File: src/rtl/mmio_timer.sv
// rtl/mmio_timer.sv - memory-mapped prescaled 32-bit timer with compare match and interrupt
module mmio_timer #(
    parameter logic [11:0] BASE_ADR   = 12'h100,
    parameter int          PRESCALE_W = 16
) (
    input  logic        clk,
    input  logic        reset,
    input  logic [11:0] adr,
    input  logic [31:0] data_in,
    input  logic [3:0]  WE,
    input  logic        EN,
    output logic [31:0] data_out,
    output logic        hit,
    output logic        irq
);

    logic                  ctrl_en;
    logic                  ctrl_periodic;
    logic                  ctrl_irq_en;
    logic [PRESCALE_W-1:0] prescale;
    logic [PRESCALE_W-1:0] pre_cnt;
    logic [31:0]           count;
    logic [31:0]           compare;
    logic                  match;

    logic                  sel;
    logic [2:0]            off;
    logic                  rd;
    logic                  wr;
    logic                  wr_ctrl;
    logic                  wr_pre;
    logic                  wr_count;
    logic                  wr_cmp;
    logic                  w1c_match;
    logic                  tick;
    logic                  cnt_match;
    logic [31:0]           rdata;
    logic [31:0]           count_wdata;
    logic [31:0]           cmp_wdata;
    logic [PRESCALE_W-1:0] pre_wdata;

    assign sel       = EN && (adr[11:3] == BASE_ADR[11:3]);
    assign off       = adr[2:0];
    assign rd        = sel && (WE == 4'b0000);
    assign wr        = sel && (WE != 4'b0000);
    assign wr_ctrl   = wr && (off == 3'd0);
    assign wr_pre    = wr && (off == 3'd1);
    assign wr_count  = wr && (off == 3'd2);
    assign wr_cmp    = wr && (off == 3'd3);
    assign w1c_match = wr && (off == 3'd4) && WE[0] && data_in[0];

    assign tick      = ctrl_en && (pre_cnt == prescale);
    assign cnt_match = (count == compare);

    assign irq       = match & ctrl_irq_en;

    // Byte-lane merges of bus data into the current register contents
    always_comb begin
        count_wdata = count;
        cmp_wdata   = compare;
        for (int i = 0; i < 4; i++) begin
            if (WE[i]) begin
                count_wdata[i*8 +: 8] = data_in[i*8 +: 8];
                cmp_wdata[i*8 +: 8]   = data_in[i*8 +: 8];
            end
        end
    end

    always_comb begin
        pre_wdata = prescale;
        for (int i = 0; i < PRESCALE_W; i++) begin
            if (WE[i/8]) begin
                pre_wdata[i] = data_in[i];
            end
        end
    end

    always_comb begin
        rdata = 32'd0;
        case (off)
            3'd0:    rdata = {29'd0, ctrl_irq_en, ctrl_periodic, ctrl_en};
            3'd1:    rdata = 32'(prescale);
            3'd2:    rdata = count;
            3'd3:    rdata = compare;
            3'd4:    rdata = {31'd0, match};
            default: rdata = 32'd0;
        endcase
    end

    always_ff @(posedge clk) begin
        if (reset) begin
            ctrl_en       <= 1'b0;
            ctrl_periodic <= 1'b0;
            ctrl_irq_en   <= 1'b0;
            prescale      <= '0;
            pre_cnt       <= '0;
            count         <= 32'd0;
            compare       <= 32'hFFFF_FFFF;
            match         <= 1'b0;
            data_out      <= 32'd0;
            hit           <= 1'b0;
        end else begin
            hit <= sel;
            if (rd) begin
                data_out <= rdata;
            end

            // Any CTRL/PRESCALE write restarts the prescale phase
            if (wr_ctrl || wr_pre || !ctrl_en || tick) begin
                pre_cnt <= '0;
            end else begin
                pre_cnt <= pre_cnt + 1'b1;
            end

            if (wr_count) begin
                count <= count_wdata;
            end else if (tick) begin
                if (cnt_match) begin
                    if (ctrl_periodic) begin
                        count <= 32'd0;
                    end
                end else begin
                    count <= count + 32'd1;
                end
            end

            if (wr_ctrl && WE[0]) begin
                ctrl_en       <= data_in[0];
                ctrl_periodic <= data_in[1];
                ctrl_irq_en   <= data_in[2];
            end else if (tick && cnt_match && !ctrl_periodic) begin
                ctrl_en <= 1'b0;
            end

            if (wr_pre) begin
                prescale <= pre_wdata;
            end
            if (wr_cmp) begin
                compare <= cmp_wdata;
            end

            // A match raised this cycle wins over a software clear
            if (tick && cnt_match) begin
                match <= 1'b1;
            end else if (w1c_match) begin
                match <= 1'b0;
            end
        end
    end

endmodule
File: config.mk
export PLATFORM = sky130hd
export DESIGN_NAME = mmio_timer
export DESIGN_NICKNAME = d
export VERILOG_FILES = /design/src/rtl/mmio_timer.sv
export SDC_FILE = /design/constraint.sdc
export NUM_CORES = 1
export LEC_CHECK = 0
export CORE_MARGIN = 2
export CORE_UTILIZATION = 45
export DETAILED_ROUTE_END_ITERATION = 8
export PLACE_DENSITY_LB_ADDON = 0.2
export SETUP_SLACK_MARGIN = 0.2
export SYNTH_ARGS = -nofsm -noshare
export SYNTH_HDL_FRONTEND = slang
export SYNTH_SLANG_ARGS = --single-unit
File: constraint.sdc
create_clock -name clk -period 5.65 [get_ports clk]
set_input_delay 1.13 -clock clk [delete_from_list [all_inputs] [get_ports clk]]
set_output_delay 1.13 -clock clk [all_outputs]
set_load 0.005 [all_outputs]
==> flow_metrics.py <==
metrics = {
    "setup_path": {
        "critPathMaxFanout": 27,
        "worstPathRequired_ns": 5.96,
        "crit_chain": "clkdlybuf4s50_1 > buf_4 > and3b_1 > nor2b_2 > buf_4 > nand2_1 > a211o_1",
        "path_buf_inv": 3,
        "worstSetupEndpointType": "flop",
        "critPathTopFamily": "simple AND/OR/NAND/NOR gates",
        "cpMostUsedCell": "buf_4",
        "slowest_stage": "nor2b_2",
        "slowest_delay_ns": 0.69,
        "start_kind": "input port",
        "critPathKind": "input port to flop",
        "critPathArrivalTime_ns": 4.11,
    },
    "cts": {
        "cts_setup_buffers": 0,
        "clk_latency_ns": 0.43,
        "holdBufCountCts": 0,
        "cts_resized": 0,
        "clock-root-buffer": "clkbuf_16",
        "cts_buffers": 17,
        "clock_path_buffers": 2,
        "cts_tree": "yes",
        "clk_pin_slew_ns": 0.06,
        "htree_levels": 4,
        "cts.sinks": 133,
    },
    "global_routing": {
        "grt_pass1_vias": 6017,
        "grt_max_degree": 81,
        "antenna_found_initial": 0,
        "grt.total_usage_pct": 24.1,
        "grt-ovfl-total": 0,
        "grt_pass1_wl_um": 33200,
    },
    "logic_synthesis": {
        "syn-num-nets": 897,
        "synth.avg_cell_area_um2": 8.66,
        "synthTopCellsByArea": "dfxtp_1 (36%), xor2_1 (5.6%), nor2_1 (5.5%)",
        "syn_area_mm2": 0.00731,
        "yosysMostFrequentCell": "dfxtp_1",
        "synth-main-ff-cell": "dfxtp_1",
        "synthCells": 844,
        "synth-edff-count": 0,
        "async_flop_share_pct": 0,
        "ys_warn_count": 0,
        "yosysTopAreaCell": "dfxtp_1",
        "synth.ff_latch_count": 133,
        "synth_seq_area_share_pct": 36.4,
        "synthTopCellsByCount": "dfxtp_1 (133), nor2_1 (108), a21oi_1 (68)",
        "synth_cell_types": 58,
        "yosysTopAreaCellShare_pct": 36.4,
    },
    "sta": {
        "skew_ns": 0.00583,
        "worst_pin_slew_ns": 0.782,
        "tns_ns": 0,
        "rsz0062_at_grt": "false",
        "fmax_mhz": 263,
        "hold_violations": 0,
        "holdWs_ns": 0.482,
        "period_minus_slack_ns": 3.80,
        "maxSlewViolCount": 0,
        "setup_viol": 0,
        "fin_ws_ns": 1.85,
        "max_slew_margin_pct": 47.9,
        "fin_crit_sh_pct": 67.2,
    },
    "routing": {
        "ant_nets": 0,
        "detail_route.vias_per_cell": 5.84,
        "drc_errors": 0,
        "firstDrtPassIters": 5,
        "wl_per_cell_um": 18.6,
        "vias": 6504,
        "drtIter0Drc": 619,
        "routed_wl_um": 20700,
    },
    "power_and_ir_drop": {
        "p_per_area_mw_per_mm2": 246,
        "p_total_mw": 2.13,
        "irDropWorstVdd_mv": 0.226,
        "total_leakage_power_nw": 2.96,
    },
    "final_layout": {
        "stdcell_area_mm2": 0.00865,
        "fin_nets": 937,
        "fillers": 1511,
        "drive_gt1_share_pct": 9.25,
        "area_delta_synth_final_pct": 18.4,
    },
    "run_status": {
        "outcome": "complete, no violations",
    },
    "floorplan": {
        "core-area_mm2": 0.0159,
        "die_w_um": 131,
        "die_h_um": 131,
        "dieArea_mm2": 0.0173,
        "initial_core_util_pct": 46.0,
        "rows": 46,
        "ios": 85,
    },
    "worst_hold_path": {
        "hold_path.class": "flop to flop",
    },
    "flow_run": {
        "maxCapViolCount": 0,
    },
    "placement": {
        "pre_cts_ws_ns": 1.44,
        "place_area_mm2": 0.00808,
        "place_congestion": 0.849,
        "numPortBuffers": 84,
        "dp_hpwl_um": 14600,
    },
}
per-layer routing:
layer	global-route usage (%)	share of wire [%]	vias to the layer above
li1	-	-	3169
met2	36.4	45	203
met5	0	0	-
met1	34.2	47	3097
met3	4.90	5.9	35
met4	8.27	2.2	0
cells in the final DEF (no fill, tap or decap), types with 10 or more instances in the layout:
cell / instances
a211o_1: 32
mux2_2: 10
nor2_1: 106
a22oi_1: 33
clkdlybuf4s50_1: 83
nand2b_1: 16
dfxtp_1: 133
nand2_1: 29
nand4_1: 22
buf_4: 12
xnor2_1: 26
nor3_1: 26
a21oi_1: 68
clkbuf_16: 17
and3_1: 45
o32ai_1: 19
nand3_1: 20
nor4_1: 24
mux2i_1: 18
nor2b_1: 10
xor2_1: 47
cells by family after synthesis:
| group | count (synthesis) | synth area share (%) |
|---|---|---|
| AOI/OAI and AO/OA | 184 | 18.3 |
| and+or+nand+nor | 340 | 25.4 |
| DFF | 133 | 36.4 |
| adders and majority gates | 2 | 0.342 |
| muxes | 30 | 4.62 |
| xor gates and xnor gates | 73 | 8.75 |
| buffers and inverters | 82 | 6.25 |
per-stage QoR:
| step | utilization, % | std cells |
|---|---|---|
| finish | 54.5 | 1114 |
| floorplan | - | 844 |
| detailed placement | 50.9 | 1081 |
| global placement | 50.9 | 1081 |
| global route | 54.5 | 1113 |
| CTS | 54.5 | 1113 |
state kept, by name, summed over array words and instances (netlist names):
| signal | cells |
|---|---|
| ctrl_en | 1 |
| compare | 32 |
| hit | 1 |
| ctrl_irq_en | 1 |
| prescale | 16 |
| match | 1 |
| data_out | 32 |
| ctrl_periodic | 1 |
| count | 32 |
| pre_cnt | 16 |
final timing paths:
kind	start	endpoint	slack, ns	cells after the start
worst max-delay path	adr[0]	compare[1]$_SDFFE_PP1P_	1.85	7
worst min-delay path	data_out[16]$_SDFFE_PP0P_	data_out[16]$_SDFFE_PP0P_	0.48	2
worst max register to register	count[16]$_SDFFE_PP0P_	count[28]$_SDFFE_PP0P_	2.85	7
worst min register to register	data_out[16]$_SDFFE_PP0P_	data_out[16]$_SDFFE_PP0P_	0.48	2
power breakdown:
part	total [mW]	internal, mW	switching [mW]
combinational	0.106	0.0477	0.0578
sequential	0.938	0.938	0.0000632
clock	1.08	0.667	0.415
tightest hold or removal path, delay by kind of cell (launching register included):
family,cells,cell delay [ns]
AO/OA/AOI/OAI,1,0.06
flip-flops,1,0.32
AND/OR/NAND/NOR,1,0.07
final cells by class:
class / count / area (um^2) / area share [%]
clock buffers: 22 / 464 / 5.36
repair buffers: 95 / 921 / 10.6
inverters: 8 / 30.0 / 0.347
flip-flops and latches: 133 / 2660 / 30.8
multi-input cells: 629 / 4200 / 48.5
clock inverters: 10 / 105 / 1.21
diodes: 1 / 2.50 / 0.0289
well taps: 216 / 270 / 3.12
Power figures use the tool's default switching activity.
==> patch 1, RTL diff (same settings) <==
Remove the register `hit`: a continuous assignment takes its place, so the output `hit` follows one clock earlier.
--- a/src/rtl/mmio_timer.sv
+++ b/src/rtl/mmio_timer.sv
@@ -100,5 +100,3 @@
             data_out      <= 32'd0;
-            hit           <= 1'b0;
         end else begin
-            hit <= sel;
             if (rd) begin
@@ -150,2 +148,4 @@
 
+    assign hit = sel;
+
 endmodule
Behaviour: not the same (a bounded check fails within 4 cycles, from zero or initial values and one cycle with reset high).
==> patch 1 against the original RTL <==
  * Sequential cell count decreased by 1
  * Count of clock-buffer cells in the layout unchanged
  * Wire length down 3.2%
  * Clock skew rose by 5.0 ps
  * Area after synthesis down 3.9%
  * Non-clock buffer count rose by 4
  * Cell area hardly changed
  * Setup slack worse by 210 ps
  * Total power grew 7.1%
  * Largest power group unchanged
==> patch 1: results (changes against the original RTL) <==
The fraction of final layout cells sized beyond drive strength 1 is 8.96% (-0.30 points). The number of fill cells in the layout came out at 1404 (-7.1%). The number of distinct library cells after synthesis was 57 (-1.7%). The DRC marker count from the first detailed-route iteration came out at 522 (-16%).

The count of yosys warnings during synthesis is 0 (unchanged). Grouping stages by cell kind, the critical path spends the most delay in buffers and inverters. The flow ran to the end, and the final reports show no timing, DRC or antenna violations.

By area the synthesized netlist is led by sky130_fd_sc_hd__dfxtp_1 38%, sky130_fd_sc_hd__xor2_1 6.5%, sky130_fd_sc_hd__nor2_1 5.9%. The data arrival time at the worst-slack endpoint came to 2870 ps (-1240 ps). The setup fix buffers added after clock tree synthesis came out at 0 (unchanged). The worst min-delay path class is reg -> reg. The sequential fraction of the synthesis area came to 37.6% (+1.2 points). The antenna diode instance count is 0 (-1). The number of cells upsized or downsized after cts is 0 (unchanged). The leakage power came out at 3.02 nW (+2.0%). The total nets after synthesis is 924 (+3.0%).

The per-cell via count in the routed design came out at 5.61 (-3.8%). The deepest clock path buffer count came to 2 (unchanged). The later-pin clock latency in the skew report came out at 430 ps (about the same). The register clock-pin slew on the reported worst setup and hold paths came to 60 ps (about the same). The total number of vias came to 6451 (-0.81%). The commonest cells after synthesis are 132 x sky130_fd_sc_hd__dfxtp_1, 111 x sky130_fd_sc_hd__nor2_1, 106 x sky130_fd_sc_hd__nand2_1, 64 x sky130_fd_sc_hd__a21oi_1, 55 x sky130_fd_sc_hd__clkbuf_1. The number of global-route vias before repair is 5985 (-0.53%). The number of cells produced by synthesis came out at 871 (+3.2%). The largest registers in the layout are compare: 32 flops, count: 32 flops, data_out: 32 flops. The wire length of the first global-routing pass is 32.1 mm (-3.3%). In this run the clock root is driven by a sky130_fd_sc_hd__clkbuf_16.

The instance count after placement with tap cells included is 1119 (+3.5%). The worst ir drop on vdd is 0.232 mV (+3.0%). The number of buffers added on ports is 84 (unchanged). The share of flip-flops with an asynchronous set or reset after synthesis is 0% (unchanged). The largest stage delay on the critical path came out at 520 ps (-170 ps).

The number of antenna violations at the first check in global routing came out at 0 (unchanged). The wire length per cell after detailed routing came out at 17.4 um (-6.1%). The count of nets after finishing came to 980 (+4.6%). The highest net fanout along the worst path came out at 4 (-85%). The largest net degree at the start of global routing is 62 (-23%). The number of buffers added by the clock tree synthesis step is 17 (unchanged). The slowest cell on the critical path is sky130_fd_sc_hd__clkdlybuf4s50_1. The total track usage is 25.1% (+0.93 points). The clock skew is 10.9 ps (+5.04 ps). The number of iterations in the first detailed-routing pass is 4 (-1).

The CTS H-tree depth came to 4 (unchanged). The detailed placement HPWL is 14.0 mm (-4.2%). The actual transition at the worst max-transition pin was 893 ps (+111 ps). The global placer's final weighted congestion is 0.882 (+3.9%).
-- patch 1: changes by cell type in the layout (fill, tap and decap cells not counted), moves of 18 or more --
cell,before,now
sky130_fd_sc_hd__nand2_1,29,106
sky130_fd_sc_hd__nand3b_1,0,28
sky130_fd_sc_hd__a211o_1,32,5
sky130_fd_sc_hd__and3_1,45,19
sky130_fd_sc_hd__nand3_1,20,46
sky130_fd_sc_hd__o32ai_1,19,0
sky130_fd_sc_hd__o21ai_0,7,25
-- patch 1: metrics by stage --
step	worst slack (ps)	hold WS, ps	area (um2)	util [%]
after floorplan	2560	453	7030	-
after global placement	1350	465	8000	52.4
after detailed placement	1310	472	8000	52.4
after CTS	1630	485	8650	56.7
after global routing	1470	507	8650	56.7
final	1650	480	8650	56.7
-- patch 1: layer usage --
layer	vias to the layer above	global-route usage, %	share of wire (%)
met5	-	0	0
met4	0	10.0	2.5
met3	37	4.74	4.3
met2	168	40.0	47
met1	3073	33.5	46
li1	3173	-	-
-- patch 1: kinds of logic (layout without fill, tap and decap cells) --
family          Yosys count  count (layout)  synth area share (%)
xor+xnor                 73              73                  9.10
compound gates          170             170                  15.8
buf+inv                  67             134                  3.85
flops                   132             132                  37.6
mux                      35              35                  5.59
simple gates            392             392                  27.7
fa+ha+maj                 2               2                 0.356
-- patch 1: tightest hold or removal path, stage by stage (launching register included) --
cell and delay (ps):
sky130_fd_sc_hd__dfxtp_1 320, sky130_fd_sc_hd__a21oi_1 60, sky130_fd_sc_hd__nor2_1 70
-- patch 1: power breakdown --
part	switching (mW)	internal, mW
registers	0.0000494	0.931
clock network	0.413	0.825
logic	0.0568	0.0505
total	0.470	1.81
-- patch 1: worst paths after layout --
check | startpoint | to | slack (ps) | cells after the start
setup / recovery | adr[10] | hit | 1650 | 4
setup reg to reg | count[1] | count[30] | 2690 | 7
hold reg to reg | data_out[3] | data_out[3] | 480 | 2
hold / removal | data_out[3] | data_out[3] | 480 | 2
-- patch 1: cell type report --
type | instances | area [um2] | share of cell area (%)
multi-input combinational | 672 | 4120 | 47.6
tap | 211 | 264 | 3.05
clock buffer | 22 | 484 | 5.60
clock inverter | 8 | 173 | 2.00
sequential | 132 | 2640 | 30.5
inverter | 5 | 18.8 | 0.217
timing repair buffer | 99 | 951 | 11.0
==> patch 2, RTL diff (config.mk and constraints unchanged) <==
Without the edit above. Change the parameter `PRESCALE_W` from 16 to 32.
--- a/src/rtl/mmio_timer.sv
+++ b/src/rtl/mmio_timer.sv
@@ -3,3 +3,3 @@
     parameter logic [11:0] BASE_ADR   = 12'h100,
-    parameter int          PRESCALE_W = 16
+    parameter int          PRESCALE_W = 32
 ) (
Check against the original RTL: not equivalent (a bounded check fails within 4 cycles, from zero or initial values and one cycle with reset high).
==> patch 2 against the original RTL <==
  * Non-clock buffer count fell by 2
  * Combinational power up 23%
  * Sequential cell count increased by 32
  * Cell count increased by 23%
  * Die area rose by 19%
  * Utilization fell by 1.4 points
  * Critical path type unchanged
  * Cell area rose by 18%
  * Area after synthesis rose by 20%
  * Highest routed layer unchanged
  * Wire length is 24% higher
  * First-iteration DRC count up 8.2%
  * Total power is 13% higher
  * Setup slack improved by 100 ps
==> patch 2: results (changes against the original RTL) <==
The most used flip-flop cell after synthesis is sky130_fd_sc_hd__dfxtp_1. The total number of vias is 7782 (+20%). The mux share of post-synthesis cell area is 8.33% (+3.7 points). The commonest cells after synthesis are 165 x sky130_fd_sc_hd__dfxtp_1, 158 x sky130_fd_sc_hd__nand2_1, 96 x sky130_fd_sc_hd__nor2_1, 88 x sky130_fd_sc_hd__xor2_1, 81 x sky130_fd_sc_hd__a21oi_1. The fraction of final layout cells sized beyond drive strength 1 was 8.72% (-0.53 points). The area fraction in compound gates after synthesis came out at 15.2% (-3.0 points). By area the synthesized netlist is led by sky130_fd_sc_hd__dfxtp_1 38%, sky130_fd_sc_hd__xor2_1 8.8%, sky130_fd_sc_hd__nand2_1 6.8%. The deepest clock path buffer count came to 2 (unchanged). The adder and majority gate portion of the synthesized area is 0.286% (-0.057 points).

The met2 capacity usage during global routing is 41.7% (+5.3 points). The aggregate global routing overflow is 0 (unchanged). The number of fill cells in the layout is 1864 (+23%). The number of buffers added by the clock tree synthesis step is 17 (unchanged). The CTS H-tree depth is 4 (unchanged). The post-layout total power is 2.41 mW (+13%). The clock skew is 11.1 ps (+5.29 ps). The area share of xor/xnor cells in the synthesized design came out at 11.0% (+2.2 points). The count of nets after finishing is 1141 (+22%). The largest net degree at the start of global routing came out at 99 (+22%). The global placer's final weighted congestion is 0.895 (+5.3%). The register clock-pin slew on the reported worst setup and hold paths is 70 ps. The leakage power was 3.47 nW (+17%). The number of antenna violations at the first check in global routing came out at 0 (unchanged). The number of global-route vias before repair came to 7215 (+20%). The worst ir drop on vdd is 0.217 mV (-3.9%). The actual transition at the worst max-transition pin was 1160 ps (+377 ps). The share of flip-flops with an asynchronous set or reset after synthesis was 0% (unchanged). The wire length of the first global-routing pass came out at 40.1 mm (+21%). The number of iterations in the first detailed-routing pass came out at 6 (+1). The sequential fraction of the synthesis area came to 37.7% (+1.3 points). The setup fix buffers added after clock tree synthesis is 0 (unchanged). The antenna diode instance count came out at 0 (-1).

The highest net fanout along the worst path is 10 (-63%). The flow ran to the end, and the final reports show no timing, DRC or antenna violations. The global-route met3 utilization came out at 3.70% (-1.2 points).

The count of yosys warnings during synthesis is 0 (unchanged). The routing usage on met1 is 34.2% (-0.072 points). The DRC marker count from the first detailed-route iteration came out at 670 (+8.2%). The data arrival time at the worst-slack endpoint is 4000 ps (-110 ps).

The cell at the root of the clock tree is sky130_fd_sc_hd__clkbuf_16. The number of distinct library cells after synthesis came out at 61 (+5.2%). The number of buffers added on ports was 84 (unchanged). The later-pin clock latency in the skew report came out at 440 ps. The total track usage came out at 25.4% (+1.3 points). The number of cells upsized or downsized after cts is 0 (unchanged).

The wire length per cell after detailed routing came out at 18.8 um (+1.4%). The detailed placement HPWL was 18.6 mm (+27%). The min-delay analysis places its worst path in the category reg -> reg.
[patch 2: cell count changes after synthesis, sizes merged, moves of 19 or more]
cell,change
a211o,-29
and3,-34
dfxtp,+32
mux2i,+20
nand2,+129
o32ai,-19
xor2,+42
[patch 2: area by class of cell]
type,instances,share of cell area [%]
Tap cell,265,3.24
Sequential cell,165,32.3
Multi-Input combinational cell,801,49.7
Inverter,10,0.367
Timing Repair Buffer,93,8.86
Clock buffer,21,4.60
Clock inverter,11,0.881
[patch 2: where the power goes]
| part | total (mW) | switching (mW) | internal, mW | leakage, nW |
|---|---|---|---|---|
| logic | 0.130 | 0.0756 | 0.0540 | 1.88 |
| registers | 1.16 | 0.0000626 | 1.16 | 1.33 |
| clock network | 1.12 | 0.512 | 0.605 | 0.265 |
[patch 2: final timing paths]
kind                        to          from  slack, ps  cells after the start
setup / recovery   compare[30]        adr[4]       1960                      8
hold / removal    prescale[26]  prescale[26]        480                      2
setup reg to reg     count[21]     count[22]       2550                      9
hold reg to reg   prescale[26]  prescale[26]        480                      2
[patch 2: through the flow]
stage | setup WS, ps | area [um2] | instances | hold WS (ps)
floorplan | 2610 | 8760 | 1054 | 447
global placement | 1630 | 9660 | 1334 | 465
detailed placement | 1560 | 9660 | 1334 | 473
CTS | 2030 | 10200 | 1366 | 484
global route | 1790 | 10200 | 1366 | 504
finish | 1960 | 10200 | 1366 | 482
[patch 2: worst max-delay path, stage by stage]
cell and delay, ps:
sky130_fd_sc_hd__clkdlybuf4s50_1 400, sky130_fd_sc_hd__nor4_1 360, sky130_fd_sc_hd__nand4b_2 370, sky130_fd_sc_hd__nor3_2 590, sky130_fd_sc_hd__and3_1 320, sky130_fd_sc_hd__and2_1 480
sky130_fd_sc_hd__mux2i_1 260, sky130_fd_sc_hd__nand2_1 70
[patch 2: cells by family (layout without fill, tap and decap cells)]
| logic type | count (synthesis) | count (layout) |
|---|---|---|
| simple gates | 425 | 425 |
| compound gates | 198 | 198 |
| flops | 165 | 165 |
| xor+xnor | 109 | 109 |
| buf+inv | 88 | 135 |
| mux | 67 | 67 |
| fa+ha+maj | 2 | 2 |
[patch 2: routing by layer]
metal  up-vias  part of all wire (%)
met5         -                     0
met4         0                   2.4
met3        45                   5.8
met2       270                    47
met1      3675                    45
li1       3792                     -
